**config.mk**
```make
export PLATFORM = sky130hd
export DESIGN_NAME = acap_host_sequencer
export DESIGN_NICKNAME = d
export VERILOG_FILES = /design/src/rtl/acap_host_sequencer.sv
export SDC_FILE = /design/constraint.sdc
export NUM_CORES = 1
export LEC_CHECK = 0
export CORE_MARGIN = 2
export CORE_UTILIZATION = 49
export DETAILED_ROUTE_END_ITERATION = 12
export HOLD_SLACK_MARGIN = 0.03
export PLACE_DENSITY_LB_ADDON = 0.1
export SYNTH_ARGS = -nofsm -noshare
export SYNTH_HDL_FRONTEND = slang
export SYNTH_SLANG_ARGS = --single-unit
```
**constraint.sdc**
```tcl
create_clock -name clk -period 5.5 [get_ports clk]
set_clock_uncertainty 0.2 [all_clocks]
set_input_delay 1.1 -clock clk [delete_from_list [all_inputs] [get_ports clk]]
set_output_delay 1.1 -clock clk [all_outputs]
set_load 0.005 [all_outputs]
```
**src/rtl/acap_host_sequencer.sv**
```systemverilog
// Streams one polynomial into the accumulator BRAM, starts it, waits for done and streams the result back.
// Read-back has RD_LAT+1 cycles of latency, then one word per cycle; out_ready stalls are absorbed by a small FWFT FIFO.
`ifndef DATA_SIZE_ARB
`define DATA_SIZE_ARB 32
`endif
`ifndef RING_DEPTH
`define RING_DEPTH 3
`endif

module acap_host_sequencer #(
  parameter int DLEN           = `DATA_SIZE_ARB,
  parameter int RING_DEPTH     = `RING_DEPTH,
  parameter int RD_LAT         = 1,
  parameter int TIMEOUT_CYCLES = 65536
) (
  input  logic                  clk,
  input  logic                  reset,
  input  logic [DLEN-1:0]       in_data,
  input  logic                  in_valid,
  output logic                  in_ready,
  output logic [DLEN-1:0]       out_data,
  output logic                  out_valid,
  output logic                  out_last,
  input  logic                  out_ready,
  output logic                  acc_we,
  output logic [RING_DEPTH-1:0] acc_waddr,
  output logic [DLEN-1:0]       acc_wdata,
  output logic                  acc_start,
  output logic [RING_DEPTH-1:0] acc_raddr,
  input  logic                  acc_done,
  input  logic [DLEN-1:0]       acc_data_out,
  output logic                  busy,
  output logic                  timeout_err
);

  localparam int RING_SIZE  = 1 << RING_DEPTH;
  localparam int FIFO_DEPTH = RD_LAT + 2;
  localparam int PW         = $clog2(FIFO_DEPTH);
  localparam int CW         = $clog2(FIFO_DEPTH + 1);
  localparam int TW         = $clog2(TIMEOUT_CYCLES);

  typedef enum logic [2:0] {S_IDLE, S_LOAD, S_START, S_WAIT, S_DRAIN} state_t;

  state_t                state_q, state_d;
  logic [RING_DEPTH-1:0] wcnt_q, wcnt_d;
  logic [RING_DEPTH:0]   rcnt_q, rcnt_d;
  logic [RING_DEPTH-1:0] ocnt_q, ocnt_d;
  logic [TW-1:0]         tcnt_q, tcnt_d;
  logic [RD_LAT-1:0]     vld_q, vld_d;
  logic [CW-1:0]         cnt_q, cnt_d;
  logic [PW-1:0]         head_q, head_d, tail_q, tail_d;
  logic                  acc_we_q, acc_we_d;
  logic [RING_DEPTH-1:0] acc_waddr_q, acc_waddr_d;
  logic [DLEN-1:0]       acc_wdata_q, acc_wdata_d;
  logic                  acc_start_q, acc_start_d;
  logic                  timeout_err_q, timeout_err_d;
  logic [DLEN-1:0]       fifo_q [FIFO_DEPTH];

  logic          in_hs, push, pop, issue;
  logic [CW-1:0] inflight;

  assign in_ready    = (state_q == S_IDLE) || (state_q == S_LOAD);
  assign in_hs       = in_valid && in_ready;
  assign out_valid   = (cnt_q != '0);
  assign out_data    = out_valid ? fifo_q[head_q] : '0;
  assign out_last    = out_valid && (ocnt_q == RING_DEPTH'(RING_SIZE - 1));
  assign pop         = out_valid && out_ready;
  assign push        = vld_q[RD_LAT-1];
  assign busy        = (state_q != S_IDLE);
  assign acc_we      = acc_we_q;
  assign acc_waddr   = acc_waddr_q;
  assign acc_wdata   = acc_wdata_q;
  assign acc_start   = acc_start_q;
  assign acc_raddr   = rcnt_q[RING_DEPTH-1:0];
  assign timeout_err = timeout_err_q;

  // Reads in flight plus words already queued must fit in the FIFO, so a stalled sink never drops data.
  always_comb begin
    inflight = '0;
    for (int i = 0; i < RD_LAT; i++) inflight = inflight + CW'(vld_q[i]);
    issue = (state_q == S_DRAIN) && !rcnt_q[RING_DEPTH] &&
            (({1'b0, inflight} + {1'b0, cnt_q}) < (CW + 1)'(FIFO_DEPTH));
  end

  always_comb begin
    state_d       = state_q;
    wcnt_d        = wcnt_q;
    rcnt_d        = rcnt_q;
    ocnt_d        = ocnt_q;
    tcnt_d        = tcnt_q;
    cnt_d         = cnt_q + CW'(push) - CW'(pop);
    head_d        = head_q;
    tail_d        = tail_q;
    acc_we_d      = in_hs;
    acc_waddr_d   = in_hs ? wcnt_q : acc_waddr_q;
    acc_wdata_d   = in_hs ? in_data : acc_wdata_q;
    acc_start_d   = (state_q == S_START);
    timeout_err_d = timeout_err_q;

    vld_d[0] = issue;
    for (int i = 1; i < RD_LAT; i++) vld_d[i] = vld_q[i-1];

    if (push) tail_d = (tail_q == PW'(FIFO_DEPTH - 1)) ? '0 : tail_q + 1'b1;
    if (pop) begin
      head_d = (head_q == PW'(FIFO_DEPTH - 1)) ? '0 : head_q + 1'b1;
      ocnt_d = ocnt_q + 1'b1;
    end

    unique case (state_q)
      S_IDLE, S_LOAD: begin
        if (in_hs) begin
          if (state_q == S_IDLE) timeout_err_d = 1'b0;
          wcnt_d  = wcnt_q + 1'b1;
          state_d = (wcnt_q == RING_DEPTH'(RING_SIZE - 1)) ? S_START : S_LOAD;
        end
      end
      S_START: begin
        tcnt_d  = '0;
        state_d = S_WAIT;
      end
      S_WAIT: begin
        if (acc_done) begin
          rcnt_d  = '0;
          tcnt_d  = '0;
          state_d = S_DRAIN;
        end else if (tcnt_q == TW'(TIMEOUT_CYCLES - 1)) begin
          tcnt_d        = '0;
          timeout_err_d = 1'b1;
          state_d       = S_IDLE;
        end else begin
          tcnt_d = tcnt_q + 1'b1;
        end
      end
      S_DRAIN: begin
        if (issue) rcnt_d = rcnt_q + 1'b1;
        if (pop && out_last) begin
          rcnt_d  = '0;
          state_d = S_IDLE;
        end
      end
      default: state_d = S_IDLE;
    endcase
  end

  always_ff @(posedge clk or posedge reset) begin
    if (reset) begin
      state_q       <= S_IDLE;
      wcnt_q        <= '0;
      rcnt_q        <= '0;
      ocnt_q        <= '0;
      tcnt_q        <= '0;
      vld_q         <= '0;
      cnt_q         <= '0;
      head_q        <= '0;
      tail_q        <= '0;
      acc_we_q      <= 1'b0;
      acc_waddr_q   <= '0;
      acc_wdata_q   <= '0;
      acc_start_q   <= 1'b0;
      timeout_err_q <= 1'b0;
    end else begin
      state_q       <= state_d;
      wcnt_q        <= wcnt_d;
      rcnt_q        <= rcnt_d;
      ocnt_q        <= ocnt_d;
      tcnt_q        <= tcnt_d;
      vld_q         <= vld_d;
      cnt_q         <= cnt_d;
      head_q        <= head_d;
      tail_q        <= tail_d;
      acc_we_q      <= acc_we_d;
      acc_waddr_q   <= acc_waddr_d;
      acc_wdata_q   <= acc_wdata_d;
      acc_start_q   <= acc_start_d;
      timeout_err_q <= timeout_err_d;
    end
  end

  // Storage needs no reset: reads are qualified by cnt_q.
  always_ff @(posedge clk) begin
    if (push) fifo_q[tail_q] <= acc_data_out;
  end

endmodule

```
# After elaboration in Yosys (flattened, before gate mapping)
# Memories as Yosys holds them, arrays and structs flattened.
# Index checks and enable logic that the tools add are counted.
# Widths: inputs -> output; s select.
# word_totals
romBits	0
out_inout_bits	77
elab_cells	84
reg_bits	74
in_bits	69
latchBits	0
ram_bits	96
memories	1
# op_classes
n_bitwise	0
n_eq_ne	17
mul	0
mux	23
div	0
reduce_logical	19
n_shift	0
magnitude_cmp	1
add_sub_neg	9
# memory_table
memory	depth	word_bits	rd	rd_ports_with_merged_regs	wr	line	source
fifo_q	3	32	1	0	1	57	logic [DLEN-1:0] fifo_q [FIFO_DEPTH];
# op_table
cell	count
$mux 16	2
$mux 32	1
$pmux 16 s2	1
$add 16x1->16 const B	1
$eq 16x16->1 const B	1
$mux 3	4
$mux 4	3
$pmux 3 s4	1
$ne 2x2->1 const B	5
$eq 3x3->1 const B	3
$pmux 4 s2	1
$reduce_bool 2->1	4
$add 3x1->3 const B	2
$eq 3x2->1 const B	2
$logic_and 1x1->1	6
$mux 1	6
$mux 2	3
$reduce_and 3->1	2
$reduce_and 5->1	1
$add 2x1->2 const B	2
$add 4x1->4 const B	1
$eq 2x2->1 const B	2
$add 1x2->3	1
$eq 3x1->1 const B	1
other kinds (13)	13

# Longest topological paths before layout
# logic_depth
word_depth	6
mapped_depth	9
mapped_depth_nobuf	9

# Worst setup path before layout
# No wires, ideal clock.
# synth_path
path_type	reg2reg
startpoint	register vld_q (netlist: push)
endpoint	memory fifo_q[0][0] (netlist name) (enable)
t_arrival_ns	2.742
setup_time_ns	0.464
path_stages_with_launch	3
path_slack_ns	2.094
required_ns	4.836
period_less_slack_ns	3.406
path_buffers	0
path_cell_list	dfrtp_1 > inv_1 > nor3_1
# synth_via
elab_chain_cells	2
# synth_rtl
item	line	source
start, declared	49	logic [RD_LAT-1:0] vld_q, vld_d;
start signal, assigned	167	vld_q <= vld_d;
$mux 1	181	if (push) fifo_q[tail_q] <= acc_data_out;
$mux 1 (not written as such)	181	
end, declared	57	
# Every way passes these cells.

# Final worst setup path
# layout_path
startpoint	register head_q[0]
endpoint	output port out_data[26]
# layout_via
elab_chain_cells	2
# layout_rtl
item	line	source
start, declared	51	logic [PW-1:0] head_q, head_d, tail_q, tail_d;
start signal, assigned	154	head_q <= '0;
start signal, assigned	169	head_q <= head_d;
$mem_v2 3x32	-	
$mux 32	65	assign out_data = out_valid ? fifo_q[head_q] : '0;
end, declared	21	output logic [DLEN-1:0] out_data,
# Every way passes these cells.

==> key figures <==
Global routing
  • Wire length of the first global-routing pass: 21000 um
  • Largest net degree at the start of global routing: 68
  • GRT overflow: 0
  • Gr usage total: 0.182
  • Vias in the first global route: 4240
  • Initial antenna violation count: 0

Synthesis
  • Post-synth ARST share: 0.435
  • Syn Nets: 600
  • Post-synth EDFFs: 96
  • Synth Flop Type: edfxtp_1
  • Post-synthesis sequential element count: 170
  • Area contributors post-synth: edfxtp_1 (41%), dfrtp_1 (26%), mux2_2 (6.1%)
  • Most common cell in the netlist: edfxtp_1
  • Area leader, netlist: edfxtp_1
  • Syn Area/Cell: 13.5 um2
  • Ys Warns: 0
  • Synth top cells by count: edfxtp_1 (96), dfrtp_1 (74), nor2_1 (74), a21oi_1 (42), mux2_2 (38)
  • Post-synthesis sequential area ratio: 0.673
  • Synth Instances: 521
  • Yosys cell types: 51
  • Synth Cell Area: about 7000 um2
  • Yosys top cell area share: 0.410

Worst setup path
  • Largest fanout on the critical path: 35
  • CP startpoint kind: register
  • Setup CP Type: reg2out
  • Worst path arrival time: 2.55 ns
  • R2R cell count: 9
  • R2r setup slk: 3.15 ns
  • CP endpoint kind: primary output
  • WP data required: 4.20 ns
  • Critical R2R Launch: cnt_q[1]
  • RR Endpoint: cnt_q[1]

Clock tree
  • Clock slew at reported path FFs: 0.06 ns
  • CTS Buf Count: 17
  • CTS root buffer: clkbuf_16
  • CTS tree: done
  • Hold buffer count at CTS: 0
  • Cts repair resizes: 0
  • H-tree depth: 4
  • Clk_lat worst skew: 0.41 ns
  • Clock sink count: 170
  • CTS Buffer Depth: 2
  • Post-CTS setup buffers: 0

Min path
  • Hold path depth: 1
  • Worst Hold Path EP: ocnt_q[0]
  • Hold path startpoint: ocnt_q[0]
  • HP Class: reg2reg

Cells and area
  • Post-route cell area: 9210 um2
  • Share of post-route cells with drive strength above 1: 0.134
  • Fill cell count: about 1.0k
  • Antenna Cells: 0
  • Layout area overhead: 31.0%
  • Nets: 738

Route
  • DR pass1 iterations: 4
  • Routed WL: roughly 13000 um
  • DRC Markers: 0
  • Final ANT Viol Nets: 0
  • Detailed Route Iter0 Violations: 345
  • Routed vias: 4440
  • Vias per cell: 5.21
  • Wirelength per Cell: 15.5 um

STA
  • Fin crit share: 0.701
  • TNS Setup: 0 ns
  • Final setup vio count: 0
  • Min Tclk post-route: 3.85 ns
  • Pins over their slew limit: 0
  • Final Hold Viols: 0
  • WHS: between 0.2 and 0.3 ns
  • F_max: 259 MHz
  • RSZ-0062 raised after global routing: no
  • Slew at the pin closest to its max-slew limit: 1.11 ns
  • Normalized max-slew margin: 0.261

Placed design
  • GP Congestion: 0.794
  • HPWL after detailed placement: 8630 um
  • Buffers on Ports: roughly 150
  • Placed inst area: approximately 8600 um2

Die
  • DIE WIDTH: 124 um
  • Starting Density: 0.505
  • Die Area: 15300 um2
  • # rows: 43
  • I/O pins: 146
  • Die height: about 120 um
  • Core Region: 13900 um2

Power and ir drop
  • Power Density: 481 nW/um2
  • Leakage: 3.57 nW
  • Worst VDD drop: 0.255 mV

Status
  • Status: finished clean

Job
  • Max-Cap Viols: 0
cell usage in the layout, fill, tap and decap left out, types with 7 or more instances in the layout:
cell,Yosys,layout
nand3_1,8,8
inv_1,8,7
clkbuf_16,0,17
dfrtp_1,74,72
o21ai_0,11,11
nand2_1,26,26
ha_1,10,10
a21oi_1,42,42
clkdlybuf4s50_1,0,145
mux2i_1,34,34
nor2_1,74,72
mux2_2,38,38
edfxtp_1,96,96
area by class of cell:
type / count / area (um2) / area share
clock buffer: 25 / 499 / 0.0542
timing repair buffer: 148 / 1470 / 0.160
sequential: 170 / 4740 / 0.514
tap: 180 / 225 / 0.0244
clock inverter: 7 / 114 / 0.0124
inverter: 11 / 41.3 / 0.00448
multi-input combinational: 311 / 2120 / 0.230
where the power goes:
part	internal (mW)	switching, mW
clock	0.767	0.449
combinational	0.878	0.513
sequential	1.56	0.269
critical path, cell delays in order (launching register included):
cell and delay (ns):
dfrtp_2 1.04, mux2i_1 0.23, nor2_1 0.14, a21oi_1 0.06
nor2_1 0.14, clkdlybuf4s50_1 0.51
flip-flops by register name, indices dropped and copies added, names as in the netlist:
name / flops
fifo_q: 96
acc_wdata: 32
tcnt_q: 16
rcnt_q: 4
acc_waddr: 3
ocnt_q: 3
state_q: 3
wcnt_q: 3
cnt_q: 2
head_q: 2
tail_q: 2
acc_start: 1
acc_we: 1
push: 1
timeout_err: 1
how the worst max path moves through the flow:
stage	from	end	slack (ns)	cells past startpoint
floorplan	push	fifo_q[0][0]	2.09	2
global placement	head_q[0]	out_data[25]	2.07	5
detailed placement	head_q[0]	out_data[25]	2.06	5
CTS	head_q[0]	out_data[26]	1.61	5
global route	head_q[0]	out_data[14]	1.44	5
finish	head_q[0]	out_data[26]	1.65	5
cell families (layout without fill, tap and decap cells):
kind of cell	after synthesis	count (layout)	synth area share
DFF	170	170	0.673
adders and majority gates	10	10	0.0178
buffers and inverters	40	191	0.0278
AOI/OAI and AO/OA	79	79	0.0671
xor gates and xnor gates	7	7	0.00872
muxes	72	72	0.109
and+or+nand+nor	143	143	0.0962
metal layers:
metal,up-vias,share of wire,global-route usage
met5,-,0,0
met4,0,0.0070,0.0639
met3,8,0.056,0.0490
met2,107,0.52,0.308
met1,2159,0.42,0.226
li1,2166,-,-
metrics by stage:
| stage | worst slack [ns] | power (mW) | std cells | utilization |
|---|---|---|---|---|
| after floorplan | 2.09 | 2.49 | 521 | - |
| after global placement | 2.07 | 3.23 | 820 | 0.617 |
| after detailed placement | 2.06 | 3.27 | 820 | 0.617 |
| after CTS | 1.61 | 4.50 | 852 | 0.661 |
| after global routing | 1.44 | 4.72 | 852 | 0.661 |
| final | 1.65 | 4.43 | 852 | 0.661 |
Power figures use the tool's default switching activity.
